**config.mk**
```make
export PLATFORM = sky130hd
export DESIGN_NAME = sap_display_scan
export DESIGN_NICKNAME = d
export VERILOG_FILES = /design/src/rtl/sap_display_scan.sv
export SDC_FILE = /design/constraint.sdc
export NUM_CORES = 1
export LEC_CHECK = 0
export BUFFER_PORTS_ARGS = -buffer_cell sky130_fd_sc_hd__buf_2
export CAP_MARGIN = 20
export CORE_AREA = 2 2 77 79
export DETAILED_ROUTE_END_ITERATION = 10
export DIE_AREA = 0 0 79 81
export GPL_TIMING_DRIVEN = 0
export PLACE_DENSITY = 0.86
export RECOVER_POWER = 100
export SLEW_MARGIN = 20
export SYNTH_ARGS = -nofsm -noshare
export SYNTH_HDL_FRONTEND = slang
export SYNTH_SLANG_ARGS = --single-unit
```
**constraint.sdc**
```tcl
create_clock -name clk -period 3 [get_ports clk]
set_input_delay 0 -clock clk [delete_from_list [all_inputs] [get_ports clk]]
set_output_delay 0 -clock clk [all_outputs]
set_load 0.01 [all_outputs]
```
**src/rtl/sap_display_scan.sv**
```systemverilog
// Four-digit multiplexed scanner for the SAP-1 front panel: snapshots machine state once per
// frame and emits one registered glyph code plus active-low digit enables per slot.
module sap_display_scan #(
    parameter int unsigned REFRESH_DIV = 50000,
    parameter int unsigned GUARD       = 2,
    parameter int unsigned BLINK_DIV   = 125
) (
    input  logic       clk,
    input  logic       clr_n,
    input  logic [1:0] mode,
    input  logic [7:0] out_reg,
    input  logic [3:0] pc,
    input  logic [7:0] acc,
    input  logic [2:0] tstate,
    input  logic       halt,
    output logic [4:0] sel,
    output logic [3:0] an_n
);

    localparam int unsigned PrescW = $clog2(REFRESH_DIV);
    localparam int unsigned BlinkW = (BLINK_DIV > 1) ? $clog2(BLINK_DIV) : 1;
    localparam logic [PrescW-1:0] PLast  = PrescW'(REFRESH_DIV - 1);
    localparam logic [PrescW-1:0] PGuard = PrescW'(GUARD);
    localparam logic [PrescW-1:0] POne   = PrescW'(1);
    localparam logic [BlinkW-1:0] BLast  = BlinkW'(BLINK_DIV - 1);
    localparam logic [BlinkW-1:0] BOne   = BlinkW'(1);

    localparam logic [4:0] GlyphA     = 5'd10;
    localparam logic [4:0] GlyphBlank = 5'd16;
    localparam logic [4:0] GlyphDash  = 5'd17;
    localparam logic [4:0] GlyphP     = 5'd18;
    localparam logic [4:0] GlyphC     = 5'd19;
    localparam logic [4:0] GlyphT     = 5'd21;
    localparam logic [4:0] GlyphO     = 5'd22;

    logic [PrescW-1:0] p_q, p_d;
    logic [1:0]        d_q, d_d;
    logic [1:0]        snap_mode_q, snap_mode_d;
    logic [7:0]        snap_out_q, snap_out_d;
    logic [3:0]        snap_pc_q, snap_pc_d;
    logic [7:0]        snap_acc_q, snap_acc_d;
    logic [2:0]        snap_tstate_q, snap_tstate_d;
    logic              snap_halt_q, snap_halt_d;
    logic [BlinkW-1:0] b_q, b_d;
    logic              phase_q, phase_d;
    logic              tick, wrap;
    logic [4:0]        sel_d;
    logic [3:0]        an_d;

    always_comb begin
        tick = (p_q == PLast);
        wrap = tick && (d_q == 2'd0);
        p_d  = tick ? '0 : p_q + POne;
        d_d  = tick ? d_q - 2'd1 : d_q;

        snap_mode_d   = snap_mode_q;
        snap_out_d    = snap_out_q;
        snap_pc_d     = snap_pc_q;
        snap_acc_d    = snap_acc_q;
        snap_tstate_d = snap_tstate_q;
        snap_halt_d   = snap_halt_q;
        if (wrap) begin
            snap_mode_d   = mode;
            snap_out_d    = out_reg;
            snap_pc_d     = pc;
            snap_acc_d    = acc;
            snap_tstate_d = tstate;
            snap_halt_d   = halt;
        end

        // Blink state follows the snapshot being loaded so the new frame sees the new phase.
        b_d     = b_q;
        phase_d = phase_q;
        if (!snap_halt_d) begin
            b_d     = '0;
            phase_d = 1'b0;
        end else if (wrap) begin
            if (b_q == BLast) begin
                b_d     = '0;
                phase_d = ~phase_q;
            end else begin
                b_d = b_q + BOne;
            end
        end

        sel_d = GlyphBlank;
        unique case (snap_mode_d)
            2'd0: begin
                unique case (d_d)
                    2'd3: sel_d = GlyphO;
                    2'd2: sel_d = GlyphBlank;
                    2'd1: sel_d = {1'b0, snap_out_d[7:4]};
                    2'd0: sel_d = {1'b0, snap_out_d[3:0]};
                endcase
            end
            2'd1: begin
                unique case (d_d)
                    2'd3: sel_d = GlyphP;
                    2'd2: sel_d = GlyphC;
                    2'd1: sel_d = GlyphBlank;
                    2'd0: sel_d = {1'b0, snap_pc_d};
                endcase
            end
            2'd2: begin
                unique case (d_d)
                    2'd3: sel_d = GlyphA;
                    2'd2: sel_d = GlyphC;
                    2'd1: sel_d = {1'b0, snap_acc_d[7:4]};
                    2'd0: sel_d = {1'b0, snap_acc_d[3:0]};
                endcase
            end
            2'd3: begin
                unique case (d_d)
                    2'd3: sel_d = GlyphT;
                    2'd2: sel_d = GlyphDash;
                    2'd1: sel_d = GlyphBlank;
                    2'd0: begin
                        if (snap_tstate_d >= 3'd1 && snap_tstate_d <= 3'd6) begin
                            sel_d = {2'b00, snap_tstate_d};
                        end else begin
                            sel_d = GlyphDash;
                        end
                    end
                endcase
            end
        endcase
        if (snap_halt_d && phase_d) begin
            sel_d = GlyphBlank;
        end

        // sel only moves at slot start, which always falls inside the guard window.
        an_d = (p_d < PGuard) ? 4'b1111 : ~(4'b0001 << d_d);
    end

    always_ff @(posedge clk or negedge clr_n) begin
        if (!clr_n) begin
            p_q           <= '0;
            d_q           <= 2'd3;
            snap_mode_q   <= 2'd0;
            snap_out_q    <= 8'd0;
            snap_pc_q     <= 4'd0;
            snap_acc_q    <= 8'd0;
            snap_tstate_q <= 3'd0;
            snap_halt_q   <= 1'b0;
            b_q           <= '0;
            phase_q       <= 1'b0;
            sel           <= GlyphBlank;
            an_n          <= 4'b1111;
        end else begin
            p_q           <= p_d;
            d_q           <= d_d;
            snap_mode_q   <= snap_mode_d;
            snap_out_q    <= snap_out_d;
            snap_pc_q     <= snap_pc_d;
            snap_acc_q    <= snap_acc_d;
            snap_tstate_q <= snap_tstate_d;
            snap_halt_q   <= snap_halt_d;
            b_q           <= b_d;
            phase_q       <= phase_d;
            sel           <= sel_d;
            an_n          <= an_d;
        end
    end

endmodule

```
==> results.md, run 1 <==
* Critical Path Start Type: flip-flop
* Crit Path Max Fanout at 10
* N_diodes at 0
* Routed wire length at around 8.5 mm
* Kind of critical path: reg -> reg
* Vias/cell at a little over 6
* Kind of cell adding the most delay to the critical path: simple AND/OR/NAND/NOR gates
* Final setup violation count at 0
* Core area at about 5700 µm²
* Worst vdd ir at between 0.3 and 0.4 mV
* Final antenna-violating net count at 0
* CTS tree: yes
* Setup TNS at 0 ns
* Slew @ Worst Pin at around 1.5 ns
* Share of cells above drive strength 1 at 0.2796
* Post-synth EDFFs at 0
* Commonest non-fill, non-tap cell in the layout: dfrtp_1
* Part of the power in the clock network at 0.456
* Most frequent cells in the layout: 52 x dfrtp_1, 44 x nand2_1, 30 x buf_2
* Worst setup EP type: flip-flop
* Final Max Slew Viols at 0
* Num CTS Buffers at 9
* Final hold slack at between 0.03 and 0.04 ns
* GRT Total Usage at 0.2601
* First-pass iteration count of the detailed router at 5
* Area delta synth->final at 31.08%
* Power Dens Cells at between 400 and 500 nW/µm²
* Post-synthesis cell type count at 62
* Routed via count at a little under 3k
* Hold Path Class: in -> reg
* Initial antenna violation count at 0
* Slowest CP cell: or4b_4
* Clock Sinks at 61
* Die width at 79 µm
* Slowest stage delay, CP at ~0.57 ns
* Layout Skew at between 0.009 and 0.01 ns
* Min cycle time layout at between 2 and 3 ns
* Wire per inst at approximately 18 µm
* Status: complete, no violations
* PortBufs at 36
* Worst path arrival time at roughly 3.2 ns
* Main synth FF type: dfrtp_1
* Initial Util at 0.5518
* Routability cong. at a little over 0.9
* Worst relative slew slack at 0.01576
* Row Count at 28
* Detailed Route Iter0 Violations at ~370
* Sw Ratio at 0.2214
* Pleak at 1.863 nW
* Worst-path clk slew at 0.07 ns
* Critical path, cell by cell: or4b_4, nor4_4, nand3_2, buf_4, buf_2, a31oi_2, a31oi_1, o221ai_1, o311a_1
* Register bit count reported by yosys at ~60
* Max-Cap Viols at 0
* Post-Layout Cell Count at around 470
* FMAX at approximately 340 MHz
* Switch Pwr at 0.0003992 W
* Die area at ~6400 µm²
* Worst Path Required at ~3.3 ns
* Vias in the first global route at roughly 2.7k
* Cells after synthesis at 306
* Syn Area/Cell at 10.23 µm²
* Post-route clock period utilization at 0.9748
* Dpl cells at 417
* Root buf cell: clkbuf_8
* First-pass GRT wire length at 12.59 mm
* Total internal power at about 0.0014 W
* DRC Markers at 0
* Final hold violations at 0
* YS warnings at 0
* Combinational share of power at 0.073
* Clock latency on the worst-skew pair at 0.34 ns
* Post-synthesis sequential area ratio at 0.4902
* Vert. Die Dim at roughly 80 µm
* Overflow after GRT at 0
* Fin nets at approximately 420
* Ys async rst share at 1.000
* Synthesized cell area at ~3100 µm²
* Part of the power in registers at 0.472
* Largest net degree at the start of global routing at 62
* Post-DP HPWL at roughly 4.7 mm
* # IOs at 37
* Sum of buffers and inverters on the critical path at 2
* CTS H-tree lvls at 3
* CTS Buffer Depth at 2
* Syn Nets at 338
-- metrics by stage --
step	setup slack, ns	utilization	total power, W	area (µm²)
finish	0.07563	0.7233	0.001803	4105
global route	-0.06743	0.7233	0.001858	4105
CTS	-0.003744	0.7044	0.001796	3998
detailed placement	-0.1819	0.6005	0.0009557	3408
global placement	-0.1979	0.6001	0.0009532	3406
floorplan	0.2075	-	0.0009030	3132
-- cells in the mapped netlist (all sizes together), types with 4 or more instances --
cell type | n | area (µm²)
nor2b | 6 | 37.54
o21ai | 13 | 65.06
mux2 | 12 | 135.1
ha | 4 | 50.05
a21oi | 6 | 33.78
xor2 | 6 | 52.55
inv | 17 | 63.81
dfrtp | 54 | 1351
mux2i | 10 | 100.1
and3 | 5 | 32.53
nand4 | 6 | 37.54
nor4 | 7 | 58.81
nand2 | 45 | 171.4
o31ai | 9 | 67.56
xnor2 | 9 | 86.34
dfstp | 7 | 183.9
nor2 | 14 | 60.06
nand3 | 17 | 95.09
nor3 | 10 | 61.31
a31oi | 5 | 31.28
buf | 7 | 41.29
-- logic make-up (layout without fill, tap and decap cells) --
family	Yosys count	after routing	share of synthesized area
flops	61	61	0.4902
compound gates	56	56	0.1263
fa+ha+maj	4	4	0.01598
buf+inv	26	117	0.03635
xor+xnor	15	15	0.04435
mux	23	23	0.08230
simple gates	121	121	0.2046
-- state kept, by name, indices dropped and copies added, names as in the netlist --
name,flops
an_n,4
d_q,2
snap_halt_q,1
snap_mode_q,2
snap_tstate_q,3
snap_acc_q,8
snap_out_q,8
b_q,7
phase_q,1
snap_pc_q,4
p_q,16
sel,5
-- repair_timing --
| action | in CTS | in global routing |
|---|---|---|
| hold buffers | 24 | 0 |
| endpoints found under the setup margin | 5 | 9 |
| hold endpoints to repair | 79 | 0 |
| buffers inserted | 5 | 11 |
| resized for setup | 15 | 11 |
| pin swaps | 4 | 9 |
| gates cloned | 0 | 0 |
-- power groups by stage --
stage | registers [W] | logic [W] | clock network [W]
global route | 0.000851 | 0.000143 | 0.000865
floorplan | 0.000864 | 0.0000389 | 0
finish | 0.000850 | 0.000131 | 0.000822
detailed placement | 0.000862 | 0.0000937 | 0
CTS | 0.000848 | 0.000124 | 0.000824
global placement | 0.000861 | 0.0000921 | 0
-- area by class of cell --
cell class	count	area, µm²
multi-input cells	219	1595
repair buffers	76	533.0
well taps	75	93.84
fillers	370	1570
clock inverters	2	37.54
clock buffers	14	192.7
inverters	18	72.57
plain buffers	7	42.54
flip-flops and latches	61	1538
-- metal layers --
layer	part of all wire	vias to the layer above	track usage
li1	-	1276	-
met3	0.069	52	0.06111
met5	0	-	0
met4	0.059	0	0.1569
met2	0.48	174	0.4195
met1	0.39	1415	0.3206
-- final timing paths --
| check | end | slack, ns | startpoint | cells after the start |
|---|---|---|---|---|
| hold reg to reg | snap_out_q[5]$_DFF_PN0_ | 0.47 | snap_out_q[5]$_DFF_PN0_ | 2 |
| hold / removal | snap_tstate_q[2]$_DFF_PN0_ | 0.03 | tstate[2] | 3 |
| setup / recovery | sel[2]$_DFF_PN0_ | 0.08 | p_q[5]$_DFF_PN0_ | 9 |
| setup reg to reg | sel[2]$_DFF_PN0_ | 0.08 | p_q[5]$_DFF_PN0_ | 9 |
| min in group asynchronous | snap_tstate_q[1]$_DFF_PN0_ | 0.56 | clr_n | 2 |
| max in group asynchronous | p_q[5]$_DFF_PN0_ | 1.47 | clr_n | 2 |
-- worst min-delay path, stage by stage --
cell and delay, ns:
buf_2 0.10, mux2i_1 0.11, inv_1 0.12
Power figures use the tool's default switching activity.
==> inputs of run 2 (changes only) <==
clock period = 3.1 ns   (was 3 ns; I/O delays follow)
==> run 2 against run 1 <==
  * The run now ends with capacitance limit left
  * Global-route usage down 2.1 points
  * Sequential share of layout area up 1.2 points
  * Routed wire length down 5.9%
  * Clock power down 2%
  * Cell count down 1.7%
==> results.md, run 2 (synthesized netlist as in run 1, its figures left out) <==
* Status: finished with violations
* Failing checks: capacitance limit
* Final Max Slew Viols at 0 (unchanged)
* Combinational share of power at 0.068 (-0.005)
* Worst path arrival time at 3.22 ns (+0.02 ns)
* Vias in the first global route at 2639 (-2.7%)
* Largest net degree at the start of global routing at 62 (unchanged)
* Most frequent cells in the layout: 53 x dfrtp_1, 44 x nand2_1, 31 x buf_2
* Hold Path Class: in -> reg
* Clock latency on the worst-skew pair at 0.35 ns (about the same)
* Layout fillers at 388 (+4.9%)
* Routed via count at 2838 (-2.7%)
* Slew @ Worst Pin at 1.494 ns (+0.01720 ns)
* Area delta synth->final at 27.01%
* Worst vdd ir at 0.3196 mV (-11%)
* Initial Util at 0.5518 (unchanged)
* Worst reg2reg path endpoint: sel[0]$_DFF_PN0_
* Routed wire length at 8.025 mm (-5.9%)
* First-pass iteration count of the detailed router at 5 (unchanged)
* Final antenna-violating net count at 0 (unchanged)
* # IOs at 37 (unchanged)
* PortBufs at 36 (unchanged)
* Part of the power in registers at 0.471 (about the same)
* Min cycle time layout at 3.034 ns (+0.1095 ns)
* Vert. Die Dim at 81 µm (unchanged)
* GRT Total Usage at 0.2395 (-0.02060)
* Overflow after GRT at 0 (unchanged)
* Detailed Route Iter0 Violations at 444 (+20%)
* Critical Path Start Type: flip-flop
* Commonest non-fill, non-tap cell in the layout: dfrtp_1
* Post-DP HPWL at 4.689 mm (unchanged)
* Row Count at 28 (unchanged)
* Post-route clock period utilization at 0.9787 (+0.003867)
* Slowest CP cell: or4b_4
* Part of the power in the clock network at 0.461 (+0.005)
* Power Dens Cells at 438.0 nW/µm² (-0.24%)
* CTS Buffer Depth at 2 (unchanged)
* Multi-input gate area at 1534 µm² (-3.8%)
* Largest register FFs at 16 (unchanged)
* Final hold violations at 0 (unchanged)
* Total internal power at 0.001354 W (-3.5%)
* FF-to-FF setup slack at 0.07 ns (about the same)
* Kind of critical path: reg -> reg
* FMAX at 329.6 MHz (-3.6%)
* Top Registers: p_q: 16 flops, snap_acc_q: 8 flops, snap_out_q: 8 flops
* Setup TNS at 0 ns (unchanged)
* Hold Path Depth at 3 (unchanged)
* Sw Ratio at 0.2228 (+0.001309)
* Layout Skew at 0.01819 ns (+0.008320 ns)
* Die width at 79 µm (unchanged)
* Largest register by flop count: p_q
* Final core utilization at 0.7008 (-0.02249)
* Core area at 5675 µm² (unchanged)
* Register area at 1536 µm² (about the same)
* Kind of cell adding the most delay to the critical path: simple AND/OR/NAND/NOR gates
* Vias/cell at 6.116 (-1.0%)
* Reg2reg start: p_q[5]$_DFF_PN0_
* Pleak at 1.818 nW (-2.4%)
* Initial antenna violation count at 0 (unchanged)
* Worst relative slew slack at 0.004295 (-0.01146)
* Switch Pwr at 0.0003881 W (-2.8%)
* Wire per inst at 17.30 µm (-4.3%)
* Sum of buffers and inverters on the critical path at 2 (unchanged)
* Hold Crit Start: tstate[2]
* Final hold slack at 0.02897 ns (-0.001535 ns)
* Worst r2r path cells at 9 (unchanged)
* N_diodes at 0 (unchanged)
* Fin nets at 416 (-1.9%)
* Critical path, cell by cell: or4b_4, or4_4, buf_6, nor3_4, buf_4, mux2i_4, nor3b_1, nor4_1, a221oi_1
* Pwr Total at 0.001742 W (-3.3%)
* Root buf cell: clkbuf_8
* DRC Markers at 0 (unchanged)
* Share of cells above drive strength 1 at 0.2494 (-0.03024)
* Post-Layout Cell Count at 464 (-1.7%)
* Num CTS Buffers at 9 (unchanged)
* Worst Path Required at 3.29 ns (+0.02 ns)
* Max-Cap Viols at 1 (+1)
* Die area at 6399 µm² (unchanged)
* Worst-path clk slew at 0.07 ns (about the same)
* Crit Path Max Fanout at 7 (-3)
* Dpl cells at 417 (unchanged)
* First-pass GRT wire length at 11.76 mm (-6.5%)
* Final setup violation count at 0 (unchanged)
* Clock Sinks at 61 (unchanged)
* CTS tree: yes
* Slowest stage delay, CP at 0.55 ns (-0.02 ns)
* Worst setup EP type: flip-flop
* CTS H-tree lvls at 3 (unchanged)
* Hold EP: snap_tstate_q[2]$_DFF_PN0_
* Routability cong. at 0.9202 (unchanged)
[run 2: worst max-delay path by stage]
stage,startpoint,endpoint,slack (ns),cells after the start
6_report,p_q[5]$_DFF_PN0_,sel[0]$_DFF_PN0_,0.07,9
5_1_grt,p_q[5]$_DFF_PN0_,sel[0]$_DFF_PN0_,-0.04,9
4_1_cts,p_q[5]$_DFF_PN0_,sel[0]$_DFF_PN0_,-0.004,9
3_5_place_dp,p_q[5]$_DFF_PN0_,sel[0]$_DFF_PN0_,-0.08,9
3_3_place_gp,p_q[5]$_DFF_PN0_,sel[0]$_DFF_PN0_,-0.1,9
2_1_floorplan,p_q[5]$_DFF_PN0_,sel[0]$_DFF_PN0_,0.31,9
[run 2: worst reg2reg max path, stage by stage (launching register included)]
cell      delay [ns]
dfrtp_2         0.45
or4b_4          0.55
or4_4           0.53
buf_6           0.16
nor3_4          0.16
buf_4           0.19
mux2i_4         0.34
nor3b_1         0.10
nor4_1          0.28
a221oi_1        0.13
[run 2: area by class of cell]
type,instances,share of cell area
Sequential cell,61,0.3863
Multi-Input combinational cell,219,0.3857
Timing Repair Buffer,67,0.1161
Clock buffer,14,0.04844
Tap cell,75,0.02359
Inverter,18,0.01762
Buffer,8,0.01290
Clock inverter,2,0.009437
[run 2: repair_timing]
action                                 CTS  global route
buffers inserted                         1             6
pin swaps                                0             3
setup endpoints to repair                3             5
gates resized for setup                  6             7
endpoints found under the hold margin   79             0
hold buffers                            24             0
[run 2: per-stage QoR]
step / cell area, µm² / setup slack [ns]
finish: 3978 / 0.06616
CTS: 3916 / -0.004359
global route: 3978 / -0.03711
global placement: 3406 / -0.09790
detailed placement: 3408 / -0.08186
floorplan: 3132 / 0.3075
[run 2: power groups by stage]
stage          clock, W  sequential (W)  combinational [W]
2_1_floorplan         0        0.000836          0.0000376
3_3_place_gp          0        0.000833          0.0000891
3_5_place_dp          0        0.000834          0.0000907
4_1_cts        0.000797        0.000820           0.000116
5_1_grt        0.000836        0.000822           0.000130
6_report       0.000803        0.000821           0.000119
[run 2: per-layer routing]
layer	track usage	routed length, µm	share of wire	vias to the layer above
met4	0.1224	240	0.030	0
met1	0.2990	3151	0.39	1368
met5	0	0	0	-
met2	0.3932	3968	0.49	185
met3	0.05556	664	0.083	31
li1	-	-	-	1254
==> inputs of run 3 (changes only) <==
ABC_AREA = 1   (was default)
CORE_AREA = 2 2 79 81   (was 2 2 77 79)
CTS_CLUSTER_DIAMETER = 30   (was default)
DIE_AREA = 0 0 81 83   (was 0 0 79 81)
==> run 3 against run 2 <==
  * The run now ends clean
  * Clock power is 2% higher
  * Synthesized cell count is 42% higher
  * Setup slack better by 0.54 ns
  * First-iteration DRC count decreased by 46%
  * Global-route usage rose by 0.89 points
  * Sequential cell count is the same
  * Critical endpoint is now sel[3]$_DFF_PN0_
==> results.md, run 3 <==
* Setup bufs post-CTS at 0 (-1)
* Power Dens Cells at 412.8 nW/µm² (-5.8%)
* Largest register by flop count: p_q
* Post-cts sizing count at 0 (-6)
* Area delta synth->final at 20.42%
* Crit Path Max Fanout at 9 (+2)
* Area of placed instances at 3635 µm² (+6.6%)
* Most frequent cells in the layout: 137 x nand2_1, 60 x inv_1, 54 x dfrtp_1
* Core area at 5816 µm² (+2.5%)
* Initial Util at 0.5775 (+0.02564)
* Routed via count at 2964 (+4.4%)
* Routed wire length at 7.583 mm (-5.5%)
* Slew @ Worst Pin at 1.467 ns (-0.02622 ns)
* Min cycle time layout at 2.496 ns (-0.5375 ns)
* Reg2reg start: p_q[0]$_DFF_PN0_
* Row Count at 28 (unchanged)
* Post-route design area at 4044 µm² (+1.7%)
* Worst Path Required at 3.37 ns (+0.08 ns)
* Hold EP: snap_acc_q[5]$_DFF_PN0_
* Syn Nets at 465 (+38%)
* Worst path arrival time at 2.77 ns (-0.45 ns)
* N_diodes at 0 (unchanged)
* Initial antenna violation count at 0 (unchanged)
* Largest register FFs at 16 (unchanged)
* Post-route clock period utilization at 0.8053 (-0.1734)
* Multi-input gate area at 1484 µm² (-3.3%)
* Layout Skew at 0.009656 ns (-0.008533 ns)
* Levels on crit path at 12 (+3)
* Root buf cell: clkbuf_8
* Worst-path clk slew at 0.07 ns (about the same)
* Die width at 81 µm (+2.5%)
* Worst relative slew slack at 0.02178 (+0.01748)
* Synth area leader: dfrtp_1
* RSZ-0062 raised after global routing: false
* Final worst slack at 0.6036 ns (+0.5375 ns)
* Commonest non-fill, non-tap cell in the layout: nand2_1
* Cells after synthesis at 433 (+42%)
* Syn Area/Cell at 7.756 µm² (-24%)
* Hold Path Depth at 5 (+2)
* DRC Markers at 0 (unchanged)
* Register area at 1535 µm² (about the same)
* Clock Sinks at 61 (unchanged)
* Status: complete, no violations
* Largest cells by area after synthesis: dfrtp_1 40%, nand2_1 15%, inv_1 6.6%
* Critical path, cell by cell: ha_1, nand2_1, inv_1, nand2_1, nor2_1, nand3_4, nand2_1, nand2_1, nor2_4, nand2_1, and2_1, a21oi_1
* Ys async rst share at 1.000 (unchanged)
* Final hold violations at 0 (unchanged)
* Wire per inst at 13.03 µm (-25%)
* Max-Cap Viols at 0 (-1)
* Clock latency on the worst-skew pair at 0.34 ns (about the same)
* # IOs at 37 (unchanged)
* Post-DP HPWL at 5.208 mm (+11%)
* Post-synth top area share at 0.4024 (-0.02910)
* Layout fillers at 475 (+22%)
* Post-synth EDFFs at 0 (unchanged)
* Vias in the first global route at 2931 (+11%)
* Post-synthesis cell type count at 39 (-37%)
* Top Registers: p_q: 16 flops, snap_acc_q: 8 flops, snap_out_q: 8 flops
* Worst vdd ir at 0.3544 mV (+11%)
* Worst reg2reg path endpoint: sel[3]$_DFF_PN0_
* CTS tree: yes
* First-pass GRT wire length at 12.91 mm (+9.7%)
* Main synth FF type: dfrtp_1
* Overflow after GRT at 0 (unchanged)
* Setup TNS at 0 ns (unchanged)
* Detailed Route Iter0 Violations at 240 (-46%)
* Largest net degree at the start of global routing at 62 (unchanged)
* Top cells by instance count after synthesis: 135 x nand2_1, 59 x inv_1, 54 x dfrtp_1
* Worst slack, placed at 0.8893 ns (+0.9712 ns)
* CP most frequent cell: nand2_1
* Most frequent cell after synthesis: nand2_1
* Final Max Slew Viols at 0 (unchanged)
* Slowest CP cell: nor2_1
* Slowest stage delay, CP at 0.50 ns (-0.05 ns)
* Routability cong. at 0.9604 (+4.4%)
* Synthesized cell area at 3358 µm² (+7.2%)
* CTS Buffer Depth at 2 (unchanged)
* Pleak at 2.117 nW (+16%)
* Vert. Die Dim at 83 µm (+2.5%)
* Critical Path Start Type: flip-flop
* First-pass iteration count of the detailed router at 5 (unchanged)
* Sum of buffers and inverters on the critical path at 1 (-1)
* Worst r2r path cells at 12 (+3)
* Pwr Total at 0.001669 W (-4.2%)
* Num CTS Buffers at 9 (unchanged)
* CTS H-tree lvls at 3 (unchanged)
* FMAX at 400.6 MHz (+22%)
* FF-to-FF setup slack at 0.60 ns (+0.54 ns)
* Vias/cell at 5.093 (-17%)
* Final setup violation count at 0 (unchanged)
* Hold Path Class: in -> reg
* Fin nets at 534 (+28%)
* Hold Crit Start: acc[5]
* GRT Total Usage at 0.2484 (+0.008921)
* Post-synthesis sequential area ratio at 0.4572 (-0.03306)
* Die area at 6723 µm² (+5.1%)
* Worst setup EP type: flip-flop
* Kind of cell adding the most delay to the critical path: simple AND/OR/NAND/NOR gates
* Final antenna-violating net count at 0 (unchanged)
* Kind of critical path: reg -> reg
* Register bit count reported by yosys at 61 (unchanged)
* YS warnings at 0 (unchanged)
* PortBufs at 36 (unchanged)
* Share of cells above drive strength 1 at 0.1755 (-0.07381)
run 3: through the flow:
stage	hold slack [ns]	utilization	std cells
6_report	0.04646	0.6954	582
5_1_grt	0.08395	0.6954	582
4_1_cts	0.004630	0.7031	582
3_5_place_dp	0.1214	0.6250	544
3_3_place_gp	0.2206	0.6246	544
2_1_floorplan	-0.2956	-	433
run 3: report_power, final:
group	switching (W)	internal, W	leakage, nW
clock	0.000320	0.000496	0.108
combinational	0.0000270	0.0000304	1.34
sequential	0	0.000796	0.672
total	0.000347	0.00132	2.12
run 3: worst max path at each step:
| stage | from | endpoint | slack, ns |
|---|---|---|---|
| floorplan | d_q[0]$_DFF_PN1_ | sel[2]$_DFF_PN0_ | 1.21 |
| global placement | d_q[0]$_DFF_PN1_ | sel[0]$_DFF_PN0_ | 0.95 |
| detailed placement | d_q[0]$_DFF_PN1_ | sel[0]$_DFF_PN0_ | 0.89 |
| CTS | d_q[0]$_DFF_PN1_ | sel[0]$_DFF_PN0_ | 0.89 |
| global route | p_q[0]$_DFF_PN0_ | sel[1]$_DFF_PN0_ | 0.35 |
| finish | p_q[0]$_DFF_PN0_ | sel[3]$_DFF_PN0_ | 0.60 |
run 3: final cells by class:
type,instances,area share
Sequential cell,61,0.3796
Multi-Input combinational cell,298,0.3670
Timing Repair Buffer,58,0.09623
Inverter,67,0.06250
Clock buffer,11,0.03744
Tap cell,75,0.02321
Clock inverter,5,0.02042
Buffer,7,0.01361
run 3: cells by family after synthesis:
kind of cell	after synthesis	synth area share
AOI/OAI and AO/OA	37	0.06222
and+or+nand+nor	249	0.3532
xor gates and xnor gates	8	0.02087
DFF	61	0.4572
buffers and inverters	74	0.09165
adders and majority gates	4	0.01490
run 3: worst min-delay path, stage by stage:
cell	delay (ns)
buf_2	0.08
inv_1	0.04
nand2_1	0.06
o21ai_0	0.11
inv_1	0.08
run 3: layer usage:
layer  vias up  track usage  share of wire
li1       1495            -              -
met1      1368       0.3348           0.45
met2        87       0.3967           0.49
met3        14      0.04565          0.047
met4         0      0.09399          0.021
met5         -            0              0
run 3: repair_timing:
item                                   CTS  global route
endpoints found under the hold margin   76             0
hold buffers                            22             0
setup endpoints to repair                0             0
